`src/rtl/uart_tx_serializer.sv`:
```
// UART transmit serializer: baud-tick synchronizer, byte FIFO, and frame shifter
// producing start / LSB-first data / optional parity / stop bit(s) on txd.
//
// state    | meaning
// ---------+-------------------------------------------------
// S_IDLE   | line idle high, waiting for a tick with data queued
// S_START  | start bit (0) on the line
// S_DATA   | data bits, LSB first, bit_cnt = bit on the line
// S_PARITY | parity bit on the line
// S_STOP   | stop bit(s) on the line, stop_cnt = stop bit index
module uart_tx_serializer #(
    parameter int DATA_BITS  = 8,
    parameter int PARITY     = 0,
    parameter int STOP_BITS  = 1,
    parameter int FIFO_DEPTH = 4
) (
    input  logic                          clkin,
    input  logic                          rst,
    input  logic                          baud_clk,
    input  logic [DATA_BITS-1:0]          tx_data,
    input  logic                          tx_valid,
    output logic                          tx_ready,
    output logic                          txd,
    output logic                          busy,
    output logic [$clog2(FIFO_DEPTH):0]   fifo_count
);

    localparam int AW = $clog2(FIFO_DEPTH);
    localparam int CW = AW + 1;
    localparam int BW = $clog2(DATA_BITS);

    typedef enum logic [2:0] {
        S_IDLE,
        S_START,
        S_DATA,
        S_PARITY,
        S_STOP
    } state_t;

    state_t               state;
    logic                 s1, s2, s3;
    logic                 tick;
    logic [DATA_BITS-1:0] mem [FIFO_DEPTH];
    logic [AW-1:0]        wr_ptr;
    logic [AW-1:0]        rd_ptr;
    logic [DATA_BITS-1:0] head;
    logic                 push;
    logic                 pop;
    logic                 fifo_nonempty;
    logic [DATA_BITS-1:0] shreg;
    logic                 par_bit;
    logic [BW-1:0]        bit_cnt;
    logic                 stop_cnt;
    logic                 stop_last;

    function automatic logic parity_of(input logic [DATA_BITS-1:0] d);
        return (PARITY == 2) ? ~^d : ^d;
    endfunction

    // baud_clk is asynchronous: two flops for metastability, a third for edge detect
    always_ff @(posedge clkin or negedge rst) begin
        if (!rst) begin
            s1 <= 1'b0;
            s2 <= 1'b0;
            s3 <= 1'b0;
        end else begin
            s1 <= baud_clk;
            s2 <= s1;
            s3 <= s2;
        end
    end

    assign tick = s2 & ~s3;

    assign fifo_nonempty = (fifo_count != '0);
    assign tx_ready      = (fifo_count < CW'(FIFO_DEPTH));
    assign push          = tx_valid && tx_ready;
    assign stop_last     = (stop_cnt == 1'(STOP_BITS - 1));
    assign pop           = tick && fifo_nonempty &&
                           ((state == S_IDLE) || ((state == S_STOP) && stop_last));
    assign head          = mem[rd_ptr];

    always_ff @(posedge clkin) begin
        if (push) begin
            mem[wr_ptr] <= tx_data;
        end
    end

    // Depth is a power of two, so the pointers wrap by natural overflow
    always_ff @(posedge clkin or negedge rst) begin
        if (!rst) begin
            wr_ptr     <= '0;
            rd_ptr     <= '0;
            fifo_count <= '0;
        end else begin
            if (push) begin
                wr_ptr <= wr_ptr + 1'b1;
            end
            if (pop) begin
                rd_ptr <= rd_ptr + 1'b1;
            end
            case ({push, pop})
                2'b10:   fifo_count <= fifo_count + 1'b1;
                2'b01:   fifo_count <= fifo_count - 1'b1;
                default: fifo_count <= fifo_count;
            endcase
        end
    end

    always_ff @(posedge clkin or negedge rst) begin
        if (!rst) begin
            state    <= S_IDLE;
            txd      <= 1'b1;
            busy     <= 1'b0;
            shreg    <= '0;
            par_bit  <= 1'b0;
            bit_cnt  <= '0;
            stop_cnt <= 1'b0;
        end else if (tick) begin
            case (state)
                S_IDLE: begin
                    if (fifo_nonempty) begin
                        shreg   <= head;
                        par_bit <= parity_of(head);
                        txd     <= 1'b0;
                        busy    <= 1'b1;
                        state   <= S_START;
                    end
                end
                S_START: begin
                    txd     <= shreg[0];
                    shreg   <= shreg >> 1;
                    bit_cnt <= '0;
                    state   <= S_DATA;
                end
                S_DATA: begin
                    if (bit_cnt == BW'(DATA_BITS - 1)) begin
                        if (PARITY != 0) begin
                            txd   <= par_bit;
                            state <= S_PARITY;
                        end else begin
                            txd      <= 1'b1;
                            stop_cnt <= 1'b0;
                            state    <= S_STOP;
                        end
                    end else begin
                        txd     <= shreg[0];
                        shreg   <= shreg >> 1;
                        bit_cnt <= bit_cnt + 1'b1;
                    end
                end
                S_PARITY: begin
                    txd      <= 1'b1;
                    stop_cnt <= 1'b0;
                    state    <= S_STOP;
                end
                S_STOP: begin
                    if (stop_last) begin
                        // Queued byte starts immediately: no idle bit between frames
                        if (fifo_nonempty) begin
                            shreg   <= head;
                            par_bit <= parity_of(head);
                            txd     <= 1'b0;
                            state   <= S_START;
                        end else begin
                            txd   <= 1'b1;
                            busy  <= 1'b0;
                            state <= S_IDLE;
                        end
                    end else begin
                        stop_cnt <= stop_cnt + 1'b1;
                    end
                end
                default: begin
                    txd   <= 1'b1;
                    busy  <= 1'b0;
                    state <= S_IDLE;
                end
            endcase
        end
    end

endmodule

```
`config.mk`:
```
export PLATFORM = sky130hd
export DESIGN_NAME = uart_tx_serializer
export DESIGN_NICKNAME = d
export VERILOG_FILES = /design/src/rtl/uart_tx_serializer.sv
export SDC_FILE = /design/constraint.sdc
export NUM_CORES = 1
export LEC_CHECK = 0
export CAP_MARGIN = 10
export CORE_ASPECT_RATIO = 1.2
export CORE_UTILIZATION = 53
export DETAILED_ROUTE_END_ITERATION = 16
export DONT_BUFFER_PORTS = 1
export PLACE_DENSITY_LB_ADDON = 0.3
export SETUP_SLACK_MARGIN = 0.5
export SKIP_CTS_REPAIR_TIMING = 1
export SLEW_MARGIN = 0
export SYNTH_ARGS = -nofsm -noshare
export SYNTH_HDL_FRONTEND = slang
export SYNTH_SLANG_ARGS = --single-unit
```
`constraint.sdc`:
```
create_clock -name clkin -period 3.7 [get_ports clkin]
set_input_delay 0.74 -clock clkin [delete_from_list [all_inputs] [get_ports clkin]]
set_output_delay 0.74 -clock clkin [all_outputs]
set_load 0.1 [all_outputs]
```
### Word-level counts from Yosys, hierarchy flattened

Memory sizes are Yosys's and may differ from the RTL's.
Cells that the tools add are included.
W data, S select, Z words.

* register bits after elaboration: 27
* RAM bits: 32
* input port bits: 12
* output and inout bits: 6
* logic and storage cells: 80
* memories: 1

Memory list
* mem: depth 4, bits a word 8, rd ports 1, clocked after memory_dff 0, wr ports 1, RTL line 43 `logic [DATA_BITS-1:0] mem [FIFO_DEPTH];`

* add/sub/neg operators: 6
* $lt $le $gt $ge: 1
* equality and inequality tests: 12
* mux-type cells: 26
* bitwise logic cells: 4
* reductions and logical operators: 18

Operators with widths (count)
* $pmux W8 S4: 1
* $mux W8: 3
* $pmux W3 S5: 1
* $mux W1: 12
* $mux W3: 4
* $pmux W3 S2: 2
* $ne A2 B2 Y1 const B: 5
* $reduce_and A3 Y1: 3
* $reduce_and A4 Y1: 2
* $add A3 B1 Y3 const B: 2
* $eq A3 B2 Y1 const B: 2
* $eq A3 B3 Y1 const B: 2
* $pmux W1 S3: 2
* $reduce_bool A3 Y1: 2
* $reduce_and A5 Y1: 1
* $add A2 B1 Y2 const B: 2
* $logic_and A1 B1 Y1: 4
* $pmux W1 S4: 1
* $reduce_bool A2 Y1: 2
* $reduce_bool A4 Y1: 1
* $eq A3 B1 Y1 const B: 1
* $logic_not A3 Y1: 1
* $lt A3 B3 Y1 const B: 1
* $not A1 Y1: 3
* other kinds (7): 7

### Logic depth before layout (Yosys ltp)

* depth after elaboration: 6
* depth in mapped cells: 9
* gate-level depth less buffers: 8

### Least setup slack after synthesis

OpenSTA, ideal clock, no wires.

* kind: register to register
* start: register fifo_count[0]
* end: register fifo_count[2]
* library setup time: 156 ps
* data arrival time: 2486 ps
* required time: 3544 ps
* slack: 1058 ps
* stages on the path, launching flop included: 9
* path buffers: 0
* period minus slack after synthesis: 2642 ps
* path through: dfrtp_1 -> nor3_2 -> nor4_2 -> ha_1 -> inv_1 -> fa_1 -> xor2_1 -> nor2_1 -> xnor2_1

* longest elaborated chain between the ends: 5
* elaborated cells on any way between the ends: 11
* classes of those cells: 2 x add/sub; 1 x order compare; 2 x eq/ne; 1 x mux; 5 x reduce/logical

RTL lines
* start: declaration: RTL line 25 `output logic [$clog2(FIFO_DEPTH):0] fifo_count`
* start signal: assignment: RTL line 103 `2'b10: fifo_count <= fifo_count + 1'b1;`
* start signal: assignment: RTL line 104 `2'b01: fifo_count <= fifo_count - 1'b1;`
* start signal: assignment: RTL line 105 `default: fifo_count <= fifo_count;`
* $reduce_bool A3 Y1 (*): RTL line 75 `assign fifo_nonempty = (fifo_count != '0);`
* $logic_and A1 B1 Y1 (*) (2 in a row): RTL line 79 `assign pop = tick && fifo_nonempty &&`
* net pop: RTL line 48 `logic pop;`
* $eq A2 B1 Y1 or $eq A2 B2 Y1 (tied branches): RTL line 102 `case ({push, pop})`
* $pmux W3 S2 or $reduce_bool A2 Y1 (tied branches)

The timed path passes the listed nets; every way through them passes the cells marked *.
A chain may end at the register's enable or synchronous reset.

### Final worst setup path

* start: register s3
* end: register fifo_count[2]

* longest elaborated chain between the ends: 6
* elaborated cells on any way between the ends: 8
* classes of those cells: 2 x eq/ne; 1 x mux; 2 x bitwise; 3 x reduce/logical

RTL lines
* start: declaration: RTL line 41 `logic s1, s2, s3;`
* start signal: assignment: RTL line 65 `s3 <= 1'b0;`
* start signal: assignment: RTL line 69 `s3 <= s2;`
* $not A1 Y1 (*): RTL line 73 `assign tick = s2 & ~s3;`
* $and A1 B1 Y1 (*): RTL line 73
* $logic_and A1 B1 Y1 (*) (2 in a row): RTL line 79
* net pop: RTL line 48
* $eq A2 B1 Y1 or $eq A2 B2 Y1 (tied branches): RTL line 102
* $pmux W3 S2 or $reduce_bool A2 Y1 (tied branches)

Marked as above.

==> impl.org <==
** Critical path
- R2R Setup Slk :: 1.15 ns
- The critical path is of the flip-flop to flip-flop type.
- Worst Path Arrival :: 2.74 ns
- Capturing point of the worst reg2reg path :: fifo_count[2]
- Reg-to-reg startpoint :: s3
- The worst setup path is launched from a flip-flop.
- Data on the critical path is required at its endpoint by 3.89 ns.
- Along the worst path, the maximum fanout reaches 11.
- Critical Path Sink Type :: flip-flop
- Logic depth of the worst register-to-register path :: 8

** Run status
- Result of the run :: complete, no violations

** Clock tree
- Number of buffers between clock root and the deepest sink :: 2
- For this design, the sink count on the clock tree is 58.
- CTS Buf Count :: 9
- Clk Tree Root Cell :: clkbuf_8
- CTS H-tree lvls :: 3
- Clk slew on worst S/H paths :: 0.07 ns
- TritonCTS clock tree :: yes
- Clock network latency to the later pin of the worst-skew pair :: 0.33 ns

** Power and ir drop
- Total power for the finished layout comes to 2.527 mW.
- P_sw :: 909.5 uW
- Max rail drop VDD :: 505.5 uV
- Net switching is 35.99% of the power.
- Registers are responsible for 41.8% of the overall power.
- Internal power consumption :: 1.617 mW
- For this design the ratio of total power to cell area is 910.2 nW/um2.
- The share of total power dissipated in the clock network is 24.9%.
- In this run the static leakage power is 1.065 nW.
- Of the total power, combinational logic draws 33.2%.

** Die
- Once the floorplan was initialized, standard cells occupied 54.85% of the core.
- The die is 64.95 um wide.
- The die covers 5036 um2.
- Row generation in the floorplan step produced 27 rows.
- The floorplan step set the die height to 77.54 um.
- Ports :: 18
- The floorplan step defined a core boundary enclosing 4594 um2.

** Detailed routing
- DR vias :: 1297
- Remaining routing DRC violations :: 0
- In the routed layout, each cell is associated on average with a via count of 5.664.
- Number of violations reported at the end of detailed-routing iteration 0 :: 134
- WL/cell :: 17.03 um
- Wirelength, routed :: 3899 um
- Antenna violation net count after detailed routing :: 0
- Pre-Repair DR Iteration Count :: 4

** Final layout
- For this run, the post-layout net count is 186.
- Compared with the post-synthesis result, the final layout area differs by 10.18%.
- Cells fill 60.43% of the core in the end.
- Area of all placed cells without fillers :: 2776 um2
- The repair_antennas step left the layout with diodes totalling 0.
- The layout has 365 filler cells.
- In the final layout, the share of cells above drive strength 1 is 26.32%.

** Logic synthesis
- The Yosys step of the flow raised 0 warnings.
- Sequential area share after synthesis :: 64.00%
- The mapped netlist covers 2520 um2.
- Average cell area after synthesis :: 15.75 um2
- Number of distinct library cells after synthesis :: 35
- Post-Synthesis Cells :: 160
- Net count after synthesis :: 180
- Count of state elements after synthesis :: 58

** Timing
- Max-slew violation count :: 0
- Minimum clock period after layout :: 2.549 ns
- For the pin with the worst max-slew slack, the measured transition is 0.9421 ns.
- Total count of hold-check failures in the final report :: 0
- Static timing analysis puts the maximum clock frequency at 0.3923 GHz.
- Summed over all failing endpoints, the final setup total negative slack is 0 ns.
- Setup-failing EPs final :: 0
- Final hold slack :: 0.09493 ns
- Setup repair after global routing left no endpoint under its margin.
- Clk_skew :: 0.007160 ns
- Max-Slew Margin vs Limit :: 37.19%
- After layout, the worst path uses 68.89% of the clock period.

** Min path
- The worst hold path belongs to the class primary input to asynchronous set/reset pin.

** Global routing
- Number of antenna violations at the first check in global routing :: 0
- Entering global routing, the biggest net connects 27 pins.
- Aggregate global-route resource usage :: 18.96%
- Vias in the first global route :: 1417
- The first global-routing pass estimated 6617 um of wire.
- GR Overflow Total :: 0

** Placed design
- After legalization and detailed placement, the total HPWL measured 2582 um.
- Post-DP Area :: 2559 um2
- Placer's final routability congestion estimate :: 0.8603
- Quantity of I/O buffers inserted on ports :: 0

** Run
- Max-cap violations in this run came to 0.
-- worst max-delay path, stage by stage, from the launching register on --
cell and delay, ns:
dfrtp_1 0.37, nand2b_1 0.31, nor4_2 0.64, ha_1 0.31, inv_1 0.06, fa_1 0.37
xor2_1 0.15, nor2_1 0.11, xnor2_1 0.07
-- power groups by stage --
| stage | Sequential, mW | Combinational (mW) | Clock (mW) |
|---|---|---|---|
| after detailed placement | 1.07 | 0.839 | 0 |
| after global placement | 1.06 | 0.809 | 0 |
| after CTS | 1.06 | 0.851 | 0.649 |
| final | 1.06 | 0.840 | 0.630 |
| after global routing | 1.09 | 0.915 | 0.670 |
| after floorplan | 1.10 | 0.666 | 0 |
-- metal layers --
| layer | vias to the layer above | part of all wire [%] | track usage, % |
|---|---|---|---|
| met1 | 654 | 41 | 21.47 |
| met3 | 6 | 5.2 | 7.647 |
| met4 | 0 | 2.2 | 12.67 |
| li1 | 599 | - | - |
| met5 | - | 0 | 0 |
| met2 | 38 | 52 | 29.06 |
-- synth_stat cells --
cell       instances  area, um2
nor2_1             4      15.01
o2bb2ai_1          3      26.28
mux2_4             2      30.03
mux2i_1            2      20.02
buf_2              2      10.01
o21ai_0            6      30.03
dfstp_2            1      26.28
xor2_1             2      17.52
o41ai_1            1      8.760
nor4_1             1      6.260
nand2b_1           2      12.51
nor3_2             1      10.01
clkbuf_1           2      7.510
ha_1               7      87.58
and2_1             4      25.02
buf_6              3      33.78
or2_2              1      6.260
nand2_1            4      15.01
a2111oi_0          2      17.52
mux2_2            12      135.1
fa_1               1      20.02
edfxtp_1          32      960.9
a21o_1             2      15.01
dfrtp_1           25      625.6
mux4_1             1      26.28
nor4_2             1      12.51
nor2_2             1      6.260
clkbuf_2           1      5.000
mux4_2             7      157.7
nor3_1             6      30.03
xnor2_1            5      43.79
inv_1             12      45.04
nor2b_1            1      6.260
o311a_1            1      10.01
a22oi_1            2      15.01
-- cells by family (layout without fill, tap and decap cells) --
family | count (synthesis) | after routing | synth area share [%]
adders and majority gates | 8 | 8 | 4.270
buffers and inverters | 20 | 31 | 4.022
DFF | 58 | 58 | 64.00
and+or+nand+nor | 26 | 26 | 5.760
muxes | 24 | 24 | 14.65
AOI/OAI and AO/OA | 17 | 17 | 4.866
xor gates and xnor gates | 7 | 7 | 2.433
-- sequential cells by signal, indices dropped and copies added (netlist names) --
register	count
s2	1
s1	1
state	3
s3	1
rd_ptr	2
mem	32
fifo_count	3
bit_cnt	3
busy	1
shreg	8
wr_ptr	2
txd	1
-- per-stage QoR --
stage | worst slack [ns] | instances
after floorplan | 1.058 | 160
after global placement | 1.276 | 213
after detailed placement | 1.189 | 213
after CTS | 1.160 | 229
after global routing | 0.9762 | 229
final | 1.151 | 229
-- worst max path at each step --
stage / start / to / cells after the start
floorplan: fifo_count[0] / fifo_count[2] / 8
global placement: s3 / fifo_count[2] / 8
global route: s3 / fifo_count[2] / 8
finish: s3 / fifo_count[2] / 8
CTS: s3 / fifo_count[2] / 8
detailed placement: s3 / fifo_count[2] / 8
-- final cells by class --
| cell class | instances | area [um2] | share of cell area, % |
|---|---|---|---|
| timing repair buffer | 3 | 22.52 | 0.8112 |
| sequential | 58 | 1613 | 58.09 |
| clock buffer | 9 | 123.9 | 4.461 |
| multi-input combinational | 82 | 805.8 | 29.02 |
| tap | 58 | 72.57 | 2.614 |
| inverter | 12 | 45.04 | 1.622 |
| clock inverter | 7 | 93.84 | 3.380 |
-- cell usage in the layout, fill, tap and decap left out, types with 5 or more instances in the layout --
cell type	count
edfxtp_1	32
dfrtp_1	25
inv_1	12
mux2_2	12
clkbuf_8	9
mux4_2	7
ha_1	7
nor3_1	6
o21ai_0	6
xnor2_1	5
Note: power is estimated with default switching activity, not from simulation.
